$ cat config.mk
export PLATFORM = sky130hd
export DESIGN_NAME = top_wb
export DESIGN_NICKNAME = d
export VERILOG_FILES = /design/src/rtl/top_wb.sv
export SDC_FILE = /design/constraint.sdc
export NUM_CORES = 1
export LEC_CHECK = 0
export ABC_AREA = 1
export CAP_MARGIN = 20
export CORE_ASPECT_RATIO = 1.75
export CORE_MARGIN = 4
export CORE_UTILIZATION = 40
export DETAILED_ROUTE_END_ITERATION = 10
export PLACE_DENSITY = 0.82
export SLEW_MARGIN = 25
export SYNTH_ARGS = -nofsm -noshare
export SYNTH_HDL_FRONTEND = slang
export SYNTH_SLANG_ARGS = --single-unit
$ cat constraint.sdc
create_clock -name i_clock -period 1.8 [get_ports i_clock]
set_input_delay 0.18 -clock i_clock [delete_from_list [all_inputs] [get_ports i_clock]]
set_output_delay 0.18 -clock i_clock [all_outputs]
set_load 0.05 [all_outputs]
$ cat src/rtl/top_wb.sv
// MIPS write-back stage: latches MEM/WB, selects ALU/load/link data and drives the
// register-file write port; clears r1..r31 after reset and freezes on HALT.
module top_wb #(
  parameter int CANT_REGISTROS      = 32,
  parameter int CANT_BITS_REGISTROS = 32,
  parameter int CANT_BITS_ADDR      = 11,
  parameter int CANT_BITS_LOAD_TYPE = 3
) (
  input  logic                               i_clock,
  input  logic                               i_soft_reset,
  input  logic                               i_enable,
  input  logic                               i_valid,
  input  logic                               i_RegWrite,
  input  logic                               i_MemtoReg,
  input  logic                               i_link,
  input  logic                               i_halt,
  input  logic [$clog2(CANT_REGISTROS)-1:0]  i_reg_write,
  input  logic [CANT_BITS_REGISTROS-1:0]     i_alu_result,
  input  logic [CANT_BITS_REGISTROS-1:0]     i_mem_data,
  input  logic [CANT_BITS_LOAD_TYPE-1:0]     i_load_type,
  input  logic [CANT_BITS_ADDR-1:0]          i_pc_link,
  output logic                               o_control_write_reg,
  output logic [$clog2(CANT_REGISTROS)-1:0]  o_reg_write,
  output logic [CANT_BITS_REGISTROS-1:0]     o_data_write,
  output logic                               o_busy,
  output logic                               o_halted,
  output logic [31:0]                        o_retired_count
);

  localparam int AW = $clog2(CANT_REGISTROS);
  localparam int W  = CANT_BITS_REGISTROS;
  localparam logic [AW-1:0] LAST_IDX = AW'(CANT_REGISTROS - 1);
  localparam logic [CANT_BITS_LOAD_TYPE-1:0] LT_LH  = CANT_BITS_LOAD_TYPE'(1);
  localparam logic [CANT_BITS_LOAD_TYPE-1:0] LT_LHU = CANT_BITS_LOAD_TYPE'(2);
  localparam logic [CANT_BITS_LOAD_TYPE-1:0] LT_LB  = CANT_BITS_LOAD_TYPE'(3);
  localparam logic [CANT_BITS_LOAD_TYPE-1:0] LT_LBU = CANT_BITS_LOAD_TYPE'(4);

  typedef enum logic [1:0] {ST_INIT, ST_RUN, ST_HALTED} state_t;

  state_t         state_q, state_d;
  logic [AW-1:0]  idx_q, idx_d;
  logic           we_q, we_d;
  logic [AW-1:0]  waddr_q, waddr_d;
  logic [W-1:0]   wdata_q, wdata_d;
  logic [31:0]    count_q, count_d;

  logic           capture;
  logic           sweep;
  logic [7:0]     lane_b;
  logic [15:0]    lane_h;
  logic [W-1:0]   load_data;
  logic [W-1:0]   sel_data;

  always_comb begin
    lane_b = i_mem_data[8*i_alu_result[1:0] +: 8];
    lane_h = i_mem_data[16*i_alu_result[1] +: 16];
    case (i_load_type)
      LT_LB:   load_data = {{(W-8){lane_b[7]}}, lane_b};
      LT_LBU:  load_data = {{(W-8){1'b0}}, lane_b};
      LT_LH:   load_data = {{(W-16){lane_h[15]}}, lane_h};
      LT_LHU:  load_data = {{(W-16){1'b0}}, lane_h};
      default: load_data = i_mem_data;
    endcase
    if (i_link)          sel_data = {{(W-CANT_BITS_ADDR){1'b0}}, i_pc_link};
    else if (i_MemtoReg) sel_data = load_data;
    else                 sel_data = i_alu_result;
  end

  assign capture = i_enable & i_valid;

  always_comb begin
    state_d = state_q;
    idx_d   = idx_q;
    we_d    = 1'b0;
    waddr_d = waddr_q;
    wdata_d = wdata_q;
    count_d = count_q;
    case (state_q)
      ST_INIT: begin
        idx_d = idx_q + AW'(1);
        if (idx_q == LAST_IDX) state_d = ST_RUN;
      end
      ST_RUN: begin
        if (capture) begin
          we_d    = i_RegWrite & (i_reg_write != '0);
          waddr_d = i_reg_write;
          wdata_d = sel_data;
          count_d = count_q + 32'd1;
          if (i_halt) state_d = ST_HALTED;
        end
      end
      ST_HALTED: ;
      default: state_d = ST_INIT;
    endcase
  end

  always_ff @(posedge i_clock) begin
    if (i_soft_reset) begin
      state_q <= ST_INIT;
      idx_q   <= AW'(1);
      we_q    <= 1'b0;
      waddr_q <= '0;
      wdata_q <= '0;
      count_q <= '0;
    end else begin
      state_q <= state_d;
      idx_q   <= idx_d;
      we_q    <= we_d;
      waddr_q <= waddr_d;
      wdata_q <= wdata_d;
      count_q <= count_d;
    end
  end

  // Sweep writes are driven straight from the index so INIT spans exactly 31 cycles;
  // they are masked while reset is held so the port stays quiet during reset.
  assign sweep = (state_q == ST_INIT) & ~i_soft_reset;

  assign o_control_write_reg = sweep | we_q;
  assign o_reg_write         = sweep ? idx_q : waddr_q;
  assign o_data_write        = sweep ? '0 : wdata_q;
  assign o_busy              = (state_q == ST_INIT);
  assign o_halted            = (state_q == ST_HALTED);
  assign o_retired_count     = count_q;

endmodule

==> impl_metrics.tcl, run 1 <==
set metrics [dict create \
    status "finished, final reports clean" \
    antenna_left 0 \
    maxSlewViolCount 0 \
    power_density_mw_per_mm2 530 \
    grt_max_degree 46 \
    yosys_warnings 0 \
    cp_cell_sequence "clkdlybuf4s50_1" \
    skew_ps 8.61 \
    nets 1179 \
    maxSlewHeadroom_pct 65.0 \
    io_buffer_count 162 \
    grt-ovfl-total 0 \
    cpLargestDelayFamily "buffers and inverters" \
    synth_seq_cells 77 \
    ys_top_cells_by_area "dfxtp_1 29%, nand2_1 20%, a21oi_1 9.0%, nor2_1 8.5%, inv_1 6.9%" \
    dr.pass1.iters 5 \
    grt_antenna_before_repair 0 \
    wl_per_cell_um 15.4 \
    tritoncts "done" \
    grt_use_total_pct 25.5 \
    min-delay-path-class "in -> reg" \
    dpl_cell_area_mm2 0.00771 \
    routabilityCongestion 0.996 \
    drive_gt1_share_pct 16.3 \
    criticalPathCategory "reg -> out" \
    holdWs_ps 223 \
    first_iter_violations 228 \
    cp_slowest_cell "clkdlybuf4s50_1" \
    wirelength_um 19400 \
    die-area_mm2 0.0152 \
    synth_edf_count 0 \
    syn_inst 897 \
    synth_ff_type "dfxtp_1" \
    core.rowCount 55 \
    fill_cells 1221 \
    end_kind "output pin" \
    clkSlewWorstSetupHoldPaths_ps 60 \
    final_area_mm2 0.00805 \
    leakagePower_nw 3.39 \
    grt_pass1_vias 6445 \
    area_growth_pct 52.3 \
    vias 6425 \
    rsz0062_at_grt "true" \
    cp-start-kind "flop" \
    cts_buffer_depth 2 \
    ios 163 \
    worstMarginPinSlew_ps 525 \
    grt_first_pass_wirelength_um 30500 \
    required_ps 1620 \
    die_width_um 94.9 \
    drcViolationCount 0 \
    start_util_pct 40.9 \
    cpPeakStageDelay_ps 840 \
    min_period_ps 1760 \
    synth_top_area_share_pct 29.2 \
    cts_buffers 9 \
    antennaDiodeCount 0 \
    setup_viol 0 \
    synth_top_cell_by_area "dfxtp_1" \
    syn_area_mm2 0.00529 \
    hold_violations 0 \
    vdd_ir_drop_max_mv 0.349 \
    viasPerCell 5.10 \
    max_clock_freq_mhz 569 \
    core_area_mm2 0.0129 \
    chipHeight_um 160 \
    final_util_pct 62.2 \
    hold_depth 2 \
    timing.final.crit_share_pct 97.7 \
    synth_nets 991 \
    reg2reg_depth 8 \
    yosysSeqAreaShare_pct 29.2 \
    post-dp-hpwl_um 15700 \
    cap_violations 0 \
    cts-root-buf "clkbuf_16" \
    async_reset_ff_share_pct 0 \
    clock_latency_ps 330 \
    path_buf_inv 1 \
    crit_path_max_fanout 5 \
    clock_sinks 77 \
    synth_area_per_cell_um2 5.89 \
    synthDistinctLibCells 35 \
    h-tree-depth 3 \
    cp_num_cells 1 \
    crit_arrival_ps 1580 \
]
cells by family (layout without fill, tap and decap cells):
| kind of cell | Yosys count | after routing | share of synthesized area (%) |
|---|---|---|---|
| AOI/OAI and AO/OA | 166 | 166 | 16.8 |
| xor gates and xnor gates | 9 | 9 | 1.49 |
| adders and majority gates | 3 | 3 | 0.710 |
| buffers and inverters | 147 | 339 | 11.6 |
| DFF | 77 | 77 | 29.2 |
| and+or+nand+nor | 495 | 495 | 40.3 |
area by class of cell:
| type | instances | area [um^2] | area share [%] |
|---|---|---|---|
| clock buffer | 10 | 229 | 2.84 |
| clock inverter | 5 | 52.6 | 0.653 |
| inverter | 106 | 405 | 5.04 |
| multi-input combinational | 673 | 3190 | 39.7 |
| sequential | 77 | 1550 | 19.2 |
| tap | 171 | 214 | 2.66 |
| timing repair buffer | 218 | 2410 | 30.0 |
Yosys cell counts, types with 5 or more instances:
master	number
nor2_2	6
buf_2	18
nor2_4	6
o211ai_1	16
a21oi_1	95
o21ai_0	40
nand4_1	5
nand3_1	36
dfxtp_1	77
o21ai_1	8
xor2_1	8
nor2_1	120
nand2_1	283
inv_2	7
nor3_1	16
clkbuf_1	18
inv_1	97
nand2_2	6
repair_timing:
item                       CTS  global route
hold endpoints to repair     0             0
hold buffers                 0             0
pin swaps                    2             1
cloned                       0             0
setup endpoints to repair   44            19
setup buffers                2             0
gates resized for setup     11            13
cell usage in the layout, fill, tap and decap left out, drive strengths merged, types with 8 or more instances in the layout:
master	n
buf	109
a21oi	95
o21ai	49
clkdlybuf4s50	97
nand3	40
nand2	291
clkbuf	10
xor2	8
nor2	132
o211ai	16
inv	106
nor3	19
dfxtp	77
flip-flops by register name, indices dropped and copies added, names as in the netlist:
register         flops
idx_q                5
o_retired_count     32
state_q              2
waddr_q              5
wdata_q             32
we_q                 1
final timing paths:
| kind | start | end | slack, ps |
|---|---|---|---|
| worst max-delay path | o_retired_count[29] | o_retired_count[29] | 40 |
| worst min-delay path | i_soft_reset | wdata_q[8] | 220 |
| worst min register to register | wdata_q[28] | wdata_q[28] | 460 |
| worst max register to register | o_retired_count[0] | o_retired_count[6] | 120 |
layer usage:
layer	GRT usage, %	vias up	wire (um)
met3	2.83	78	848
li1	-	3210	-
met4	17.4	0	1300
met1	24.4	2894	6450
met2	48.3	243	10800
met5	0	-	0
metrics by stage:
stage / setup slack, ps / total power (W) / TNS, ps / instances
floorplan: 1.06 / 0.00214 / 0 / 897
global placement: -38.1 / 0.00254 / -463 / 1243
detailed placement: -79.9 / 0.00255 / -1300 / 1243
CTS: 3.88 / 0.00429 / 0 / 1260
global route: -21.3 / 0.00444 / -70.9 / 1260
finish: 41.1 / 0.00427 / 0 / 1260
power breakdown:
group          total (W)  switching (W)  leakage [nW]  internal [W]
sequential       0.00172     0.00000617         0.622       0.00171
combinational   0.000805       0.000422          2.63      0.000383
clock            0.00175       0.000687         0.138       0.00106
total            0.00427        0.00112          3.39       0.00315
(Power assumes the default switching activity.)
==> run 2: changes to the inputs <==
- HOLD_SLACK_MARGIN: default -> 0.03
==> results of run 2 <==
No change in the layout: final DEF, timing and power equal those of run 1.
